===== src/rtl/lin1d_weight_sched.sv =====
// Weight sequencer for the 1D linear-interpolation datapath: ramps scale1 from 0
// toward ONE per accepted beat, gates the sample handshake and marks segment ends.
module lin1d_weight_sched #(
  parameter int unsigned DATA_WIDTH = 16,
  parameter int unsigned CNT_WIDTH  = 16,
  parameter int unsigned ONE        = 1024
) (
  input  logic                      i_clk,
  input  logic                      i_rst_n,
  input  logic                      i_cfg_valid,
  output logic                      o_cfg_ready,
  input  logic [DATA_WIDTH-1:0]     i_cfg_step,
  input  logic [CNT_WIDTH-1:0]      i_cfg_len,
  input  logic                      i_cfg_abort,
  input  logic                      i_in_tvalid,
  input  logic                      i_in_tlast,
  output logic                      o_in_tready,
  input  logic [2*DATA_WIDTH-1:0]   i_in0_tdata,
  input  logic [2*DATA_WIDTH-1:0]   i_in1_tdata,
  output logic                      o_dp_tvalid,
  output logic                      o_dp_tlast,
  input  logic                      i_dp_tready,
  output logic [DATA_WIDTH-1:0]     o_dp_scale0,
  output logic [DATA_WIDTH-1:0]     o_dp_scale1,
  output logic [2*DATA_WIDTH-1:0]   o_dp_in0_tdata,
  output logic [2*DATA_WIDTH-1:0]   o_dp_in1_tdata,
  output logic                      o_busy,
  output logic                      o_seg_done
);

  localparam int unsigned SUM_W = DATA_WIDTH + 1;

  typedef enum logic [0:0] {S_IDLE = 1'b0, S_RUN = 1'b1} state_t;

  state_t                r_state;
  state_t                w_state_next;
  logic [1:0]            r_rst_sync;
  logic [DATA_WIDTH-1:0] r_step;
  logic [CNT_WIDTH-1:0]  r_len;
  logic [CNT_WIDTH-1:0]  r_k;
  logic [DATA_WIDTH-1:0] r_w1;
  logic [DATA_WIDTH-1:0] r_w0;
  logic                  r_seg_done;

  logic                  w_cfg_take;
  logic                  w_beat;
  logic                  w_last;
  logic [SUM_W-1:0]      w_sum;
  logic [DATA_WIDTH-1:0] w_w1_next;
  logic [DATA_WIDTH-1:0] w_w0_next;

  // Reset asserts immediately; release is delayed two clocks before a segment may start.
  always_ff @(posedge i_clk or negedge i_rst_n) begin
    if (!i_rst_n) r_rst_sync <= 2'b00;
    else          r_rst_sync <= {r_rst_sync[0], 1'b1};
  end

  assign w_cfg_take = i_cfg_valid && (i_cfg_len != '0) && r_rst_sync[1];
  assign w_beat     = (r_state == S_RUN) && i_in_tvalid && i_dp_tready;
  assign w_last     = (r_k == (r_len - CNT_WIDTH'(1))) || i_in_tlast;

  // Widened add cannot wrap; clamp to unity.
  assign w_sum      = SUM_W'(r_w1) + SUM_W'(r_step);
  assign w_w1_next  = (w_sum >= SUM_W'(ONE)) ? DATA_WIDTH'(ONE) : w_sum[DATA_WIDTH-1:0];
  assign w_w0_next  = DATA_WIDTH'(ONE) - w_w1_next;

  always_ff @(posedge i_clk or negedge i_rst_n) begin
    if (!i_rst_n) r_state <= S_IDLE;
    else          r_state <= w_state_next;
  end

  always_comb begin
    w_state_next = r_state;
    case (r_state)
      S_IDLE: if (w_cfg_take) w_state_next = S_RUN;
      S_RUN:  if ((w_beat && w_last) || i_cfg_abort) w_state_next = S_IDLE;
      default: w_state_next = S_IDLE;
    endcase
  end

  always_comb begin
    o_cfg_ready = 1'b0;
    o_busy      = 1'b0;
    o_in_tready = 1'b0;
    o_dp_tvalid = 1'b0;
    o_dp_tlast  = 1'b0;
    case (r_state)
      S_IDLE: o_cfg_ready = 1'b1;
      S_RUN: begin
        o_busy      = 1'b1;
        o_in_tready = i_dp_tready;
        o_dp_tvalid = i_in_tvalid;
        o_dp_tlast  = w_last;
      end
      default: o_cfg_ready = 1'b0;
    endcase
  end

  // Weights and beat counter; cleared whenever a segment ends so IDLE shows scale1 = 0.
  always_ff @(posedge i_clk or negedge i_rst_n) begin
    if (!i_rst_n) begin
      r_step     <= '0;
      r_len      <= '0;
      r_k        <= '0;
      r_w1       <= '0;
      r_w0       <= DATA_WIDTH'(ONE);
      r_seg_done <= 1'b0;
    end else begin
      r_seg_done <= (r_state == S_RUN) && (w_state_next == S_IDLE);
      if (r_state == S_IDLE) begin
        if (w_cfg_take) begin
          r_step <= i_cfg_step;
          r_len  <= i_cfg_len;
          r_k    <= '0;
          r_w1   <= '0;
          r_w0   <= DATA_WIDTH'(ONE);
        end
      end else if (w_state_next == S_IDLE) begin
        r_k  <= '0;
        r_w1 <= '0;
        r_w0 <= DATA_WIDTH'(ONE);
      end else if (w_beat) begin
        r_k  <= r_k + CNT_WIDTH'(1);
        r_w1 <= w_w1_next;
        r_w0 <= w_w0_next;
      end
    end
  end

  assign o_dp_scale1    = r_w1;
  assign o_dp_scale0    = r_w0;
  assign o_seg_done     = r_seg_done;
  assign o_dp_in0_tdata = i_in0_tdata;
  assign o_dp_in1_tdata = i_in1_tdata;

endmodule


===== config.mk =====
export PLATFORM = sky130hd
export DESIGN_NAME = lin1d_weight_sched
export DESIGN_NICKNAME = d
export VERILOG_FILES = /design/src/rtl/lin1d_weight_sched.sv
export SDC_FILE = /design/constraint.sdc
export NUM_CORES = 1
export LEC_CHECK = 0
export ABC_AREA = 1
export CAP_MARGIN = 30
export CORE_MARGIN = 2
export CORE_UTILIZATION = 42
export DETAILED_ROUTE_END_ITERATION = 8
export PLACE_DENSITY = 0.79
export SYNTH_ARGS = -nofsm -noshare
export SYNTH_HDL_FRONTEND = slang
export SYNTH_SLANG_ARGS = --single-unit

===== constraint.sdc =====
create_clock -name i_clk -period 2.75 [get_ports i_clk]
set_input_delay 0.275 -clock i_clk [delete_from_list [all_inputs] [get_ports i_clk]]
set_output_delay 0.275 -clock i_clk [all_outputs]
set_load 0.03 [all_outputs]

# --- After elaboration in Yosys (flattened, before gate mapping) ---
# Index checks and enable logic that the tools add are counted.
# W data, S select, Z words.
totals:
  ff_bits: 84
  inputBits: 103
  output_inout_bits: 102
  word_cells: 49
classes:
  add_sub_neg: 4
  n_lt_le_gt_ge: 1
  n_eq_ne: 2
  mux: 20
  bitwise: 2
  n_reduce_logical: 12
ops:
  columns: ["cell", "n"]
  rows:
  - ["$mux W16", 12]
  - ["$add A16 B16 Y17", 1]
  - ["$ge A17 B11 Y1 const B", 1]
  - ["$add A16 B1 Y16 const B", 1]
  - ["$eq A16 B16 Y1", 1]
  - ["$reduce_bool A16 Y1", 1]
  - ["$sub A11 B16 Y16 const A", 1]
  - ["$sub A16 B1 Y16 const B", 1]
  - ["$mux W1", 7]
  - ["$logic_and A1 B1 Y1", 6]
  - ["$reduce_and A2 Y1", 2]
  - ["$ne A3 B2 Y1 const B", 1]
  - ["$logic_or A1 B1 Y1", 2]
  - ["$not A1 Y1", 2]
  - ["$pmux W1 S2", 1]
  - ["$reduce_bool A2 Y1", 1]

# --- Longest topological paths before layout ---
logic_depth:
  ltp_word: 9
  depth_mapped: 22
  depth_no_buf: 21

# --- Least setup slack after synthesis ---
# OpenSTA, ideal clock, no wires.
synth_path:
  path_type: "flip-flop to flip-flop"
  start: "register r_w1[0] (netlist: o_dp_scale1[0])"
  end: "register r_w0[4] (netlist: o_dp_scale0[4])"
  setup_time_ps: 76
  arrival_ps: 2791
  required_ps: 2674
  path_slack_ps: -118
  stages_incl_launch_ff: 23
  path_buffers: 1
  synth_period_minus_slack_ps: 2868
  path_cell_list: "dfrtp_1 > ha_1 > inv_1 > fa_1 > inv_1 > nand2_1 > nand2_1 > nand3_1 > nand2_1 > nand2_1 > nand2_1 > nand2_1 > nand2_1 > nand3_2 > nor2_4 > buf_6 > nand2_1 > ha_1 > nand2_1 > inv_1 > nand2_1 > nand2_1 > o21ai_1"
synth_between:
  elab_chain_cells: 7
synth_lines:
  columns: ["item", "line", "source"]
  rows:
  - ["start: declaration", "41", "logic [DATA_WIDTH-1:0] r_w1;"]
  - ["start signal: assignment", "124", "r_w1 <= w_w1_next;"]
  - ["$add A16 B16 Y17 *", "63", "assign w_sum = SUM_W'(r_w1) + SUM_W'(r_step);"]
  - ["$ge A17 B11 Y1", "64", "assign w_w1_next = (w_sum >= SUM_W'(ONE)) ? DATA_WIDTH'(ONE) : w_sum[DATA_WIDTH-1:0];"]
  - ["$mux W16 *", "64", null]
  - ["$sub A11 B16 Y16 *", "65", "assign w_w0_next = DATA_WIDTH'(ONE) - w_w1_next;"]
  - ["$mux W16 *", "122", "end else if (w_beat) begin"]
  - ["$mux W16 *", "118", "end else if (w_state_next == S_IDLE) begin"]
  - ["$mux W16 *", "110", "if (r_state == S_IDLE) begin"]
  - ["end signal: assignment", "116", "r_w0 <= DATA_WIDTH'(ONE);"]
  - ["end signal: assignment", "121", "r_w0 <= DATA_WIDTH'(ONE);"]
  - ["end signal: assignment", "125", "r_w0 <= w_w0_next;"]
  - ["end: declaration", "42", "logic [DATA_WIDTH-1:0] r_w0;"]
# Mark *: on every way between the ends. The rest lies on a longest branch, timed or not. The select of a mux whose other input is x is not followed.
# A chain may end at the register's enable or synchronous reset.

# --- Worst setup path after layout ---
layout_path:
  start: "register r_w1[0] (netlist: o_dp_scale1[0])"
  end: "register r_w0[2] (netlist: o_dp_scale0[2])"
# Same word-level chain as after synthesis.

==> reports/qor.yml <==
outcome:
  run_status: "complete, no violations"
layout:
  share_of_the_core_filled_with_cells_pct: 52.10
  antenna-diode-count: 0
  area_growth_syn_to_layout_pct: 22.28
  design.final.nets: 952
  drive_gt1_share_pct: 18.82
  mostFrequentLayoutCell: "nand2_1"
  final_cell_mix: "nand2_1, inv_1, dfrtp_1"
  final-instance-count-excl-fill: 1014
  fillCellCount: 1274
sta:
  finalClockSkew_ns: 0.004718
  worstMarginPinSlew_ns: 0.6359
  worst_slew_margin_rel_pct: 57.51
  grt_setup_unrepaired: "yes"
  slew_viol_final: 0
  report.final.hold_viol_count: 0
  min_period_over_period_pct: 95.55
  min_period_ns: 2.628
  max_freq_mhz: 380.6
  postLayoutSetupSlackWorst_ns: 0.1223
  finalSetupViolations: 0
  whs_ns: 0.3536
run:
  timing.max_cap.violations: 0
global_route:
  grt.overflow.total: 0
  busiest_layer: "met2"
  met2_usage_pct: 28.46
  maximum_number_of_pins_on_one_net_before_global_route_repair: 51
  globalRouteTotalUtil_pct: 18.71
  grt_use_met1_pct: 25.92
  grt_first_pass_wirelength_um: 21920
  groute.layer.met3.usage_pct: 3.511
  initial_antenna_violation_count: 0
  grt_pass1_vias: 4583
critical_path:
  startpoint: "o_dp_scale1[0]"
  critical_path.endpoint: "o_dp_scale0[2]"
  timing.critical_path.arrival_ns: 2.90
  worst_path_max_delay_cell: "dfrtp_2"
  critical_path.cell_chain: "ha_2, inv_2, fa_2, inv_2, nand2_2, nand2_2, nand3_2, nand2_2, nand2_2, nand2_2, nand2_2, nand2_2, nand3_2, nor2_4, nand2_2, ha_4, buf_6, nand2_2, nand2_1, o21ai_1"
  regToRegEndpoint: "o_dp_scale0[2]"
  timing_worst_setup_path_type: "reg2reg"
  end_kind: "register"
  number_of_cell_instances_on_the_worst_register_to_register_path: 20
  critical_path.max_stage_delay_ns: 0.37
  most_frequent_cell_on_the_critical_path: "nand2_2"
  cp.required_ns: 3.02
  worstReg2RegStart: "o_dp_scale1[0]"
  crit_path_start_kind: "register"
  ff_to_ff_setup_slack_ns: 0.12
  crit_path_max_fanout: 5
route:
  ant_nets: 0
  viasPerCell: 4.877
  route.detailed.wl_per_inst_um: 13.60
  detailroute.via_count: 4945
  detail_route.first_pass.iterations: 5
  drt_first_iter_violations: 256
  totalWireLength_um: 13790
  detail_route.drc_violations: 0
pwr:
  power_per_cell_area_mw_per_mm2: 701.2
  static-leakage-power_nw: 3.451
  power.ir.vdd_worst_v: 0.0003573
  finalPower_mw: 5.013
place:
  place_hpwl_um: 10120
  io_buffers: 76
  dp_slack_ns: -0.07047
  dpl.cell_count: 988
  place_congestion: 0.9070
clock_network:
  clock_tree.buffer_depth: 2
  tritoncts.num_buffers: 9
  cts.sinks: 83
  path_clk_slew_ns: 0.06
  root_cell_of_the_clock_tree: "clkbuf_16"
  clock_tree_from_tritoncts: "yes"
  clkLatencyLatePin_ns: 0.35
  cts_h_tree_depth: 3
die:
  start_util_pct: 42.61
  fp.dieArea_mm2: 0.01488
  die_height_um: 122.0
  die_w_um: 122.0
  ioPinCount: 205
  placement_rows: 43
  floorplan.core_area_mm2: 0.01372
yosys:
  synth_cells: 785
  syn_area_mm2: 0.005846
  synth.net_count: 908
  synth-seq-cells: 83
  postSynthAreaPerCell_um2: 7.447
  synth_seq_area_share_pct: 35.55
  library_cells_used_by_synthesis: 42
  netlist_top_cells_area: "dfrtp_1, nand2_1, buf_4, inv_1, nand3_1"
  yosysWarningCount: 0
  netlist.top_cell.by_area: "dfrtp_1"
  top_area_cell_type_share_of_the_netlist_area_pct: 35.10
min_path:
  hold_class: "reg2reg"
per-stage QoR:
step | TNS (ns) | instance area (µm²)
global placement | 0 | 6456
detailed placement | -0.1866 | 6484
finish | 0 | 7148
CTS | 0 | 6819
floorplan | 0 | 5848
global route | -0.3934 | 7148
power by group:
group | internal [mW] | leakage, nW | switching [mW] | total, mW
registers | 1.44 | 1.07 | 0.218 | 1.65
clock network | 0.793 | 0.159 | 0.506 | 1.30
logic | 0.864 | 2.22 | 1.20 | 2.06
total | 3.09 | 3.45 | 1.92 | 5.01
logic make-up (layout without fill, tap and decap cells):
family,Yosys count,count (layout),share of synthesized area (%)
mux,19,19,3.660
compound gates,68,68,6.956
other cells,1,1,0.06415
flops,83,83,35.55
fa+ha+maj,20,20,4.409
buf+inv,183,232,16.37
simple gates,377,377,27.65
xor+xnor,34,34,5.330
sequential cells by signal (all words and copies together), names as in the netlist:
signal and cells:
r_state 1, r_step 16, r_len 16, o_seg_done 1, r_rst_sync 2, o_dp_scale0 15, r_k 16, o_dp_scale1 16
cells in the mapped netlist (all sizes together):
cell type,count
conb,1
o211ai,2
o22ai,2
buf,72
nand3b,2
nor3b,2
mux2,19
dfstp,1
nand3,52
nor3,7
or2,2
a31oi,1
a21o,1
xnor3,1
nor2,71
ha,19
nand2,228
o21bai,4
dfrtp,82
nor4,2
o41ai,2
a21oi,23
inv,105
fa,1
and3,2
clkbuf,6
o21ai,33
nand4,7
and2,2
xor2,26
xnor2,7
per-layer routing:
layer	vias to the layer above	routed length (µm)
li1	2484	-
met4	0	368
met3	39	745
met2	137	6049
met5	-	0
met1	2285	6628
worst min-delay path by stage:
stage	to	cells after the start	slack (ns)	startpoint
2_1_floorplan	o_dp_scale0[11]	0	-0.02	i_rst_n
3_3_place_gp	r_step[7]	1	0.34	i_rst_n
3_5_place_dp	r_rst_sync[1]	0	0.34	r_rst_sync[0]
4_1_cts	r_rst_sync[1]	0	0.36	r_rst_sync[0]
5_1_grt	r_rst_sync[1]	0	0.36	r_rst_sync[0]
6_report	r_rst_sync[1]	0	0.35	r_rst_sync[0]
cell type report:
class | instances | area (µm²) | area share (%)
clock buffer | 9 | 225.2 | 3.151
clock inverter | 7 | 92.59 | 1.295
multi-input combinational | 519 | 3073 | 42.99
timing repair buffer | 111 | 1052 | 14.72
sequential | 83 | 2086 | 29.18
inverter | 105 | 394.1 | 5.514
tap | 180 | 225.2 | 3.151
critical path: cells and delay by family, from the launching register on:
| family | cells | cell delay (ns) |
|---|---|---|
| buf+inv | 3 | 0.25 |
| compound gates | 1 | 0.13 |
| flops | 1 | 0.37 |
| simple gates | 13 | 1.06 |
| fa+ha+maj | 3 | 0.73 |
timing repair:
action | CTS | global route
setup endpoints to repair | 5 | 23
hold buffers | 1 | 0
hold endpoints to repair | 46 | 0
pin swaps | 2 | 22
resized for setup | 8 | 64
gates cloned | 0 | 1
buffers inserted | 1 | 7
Power figures use the tool's default switching activity.
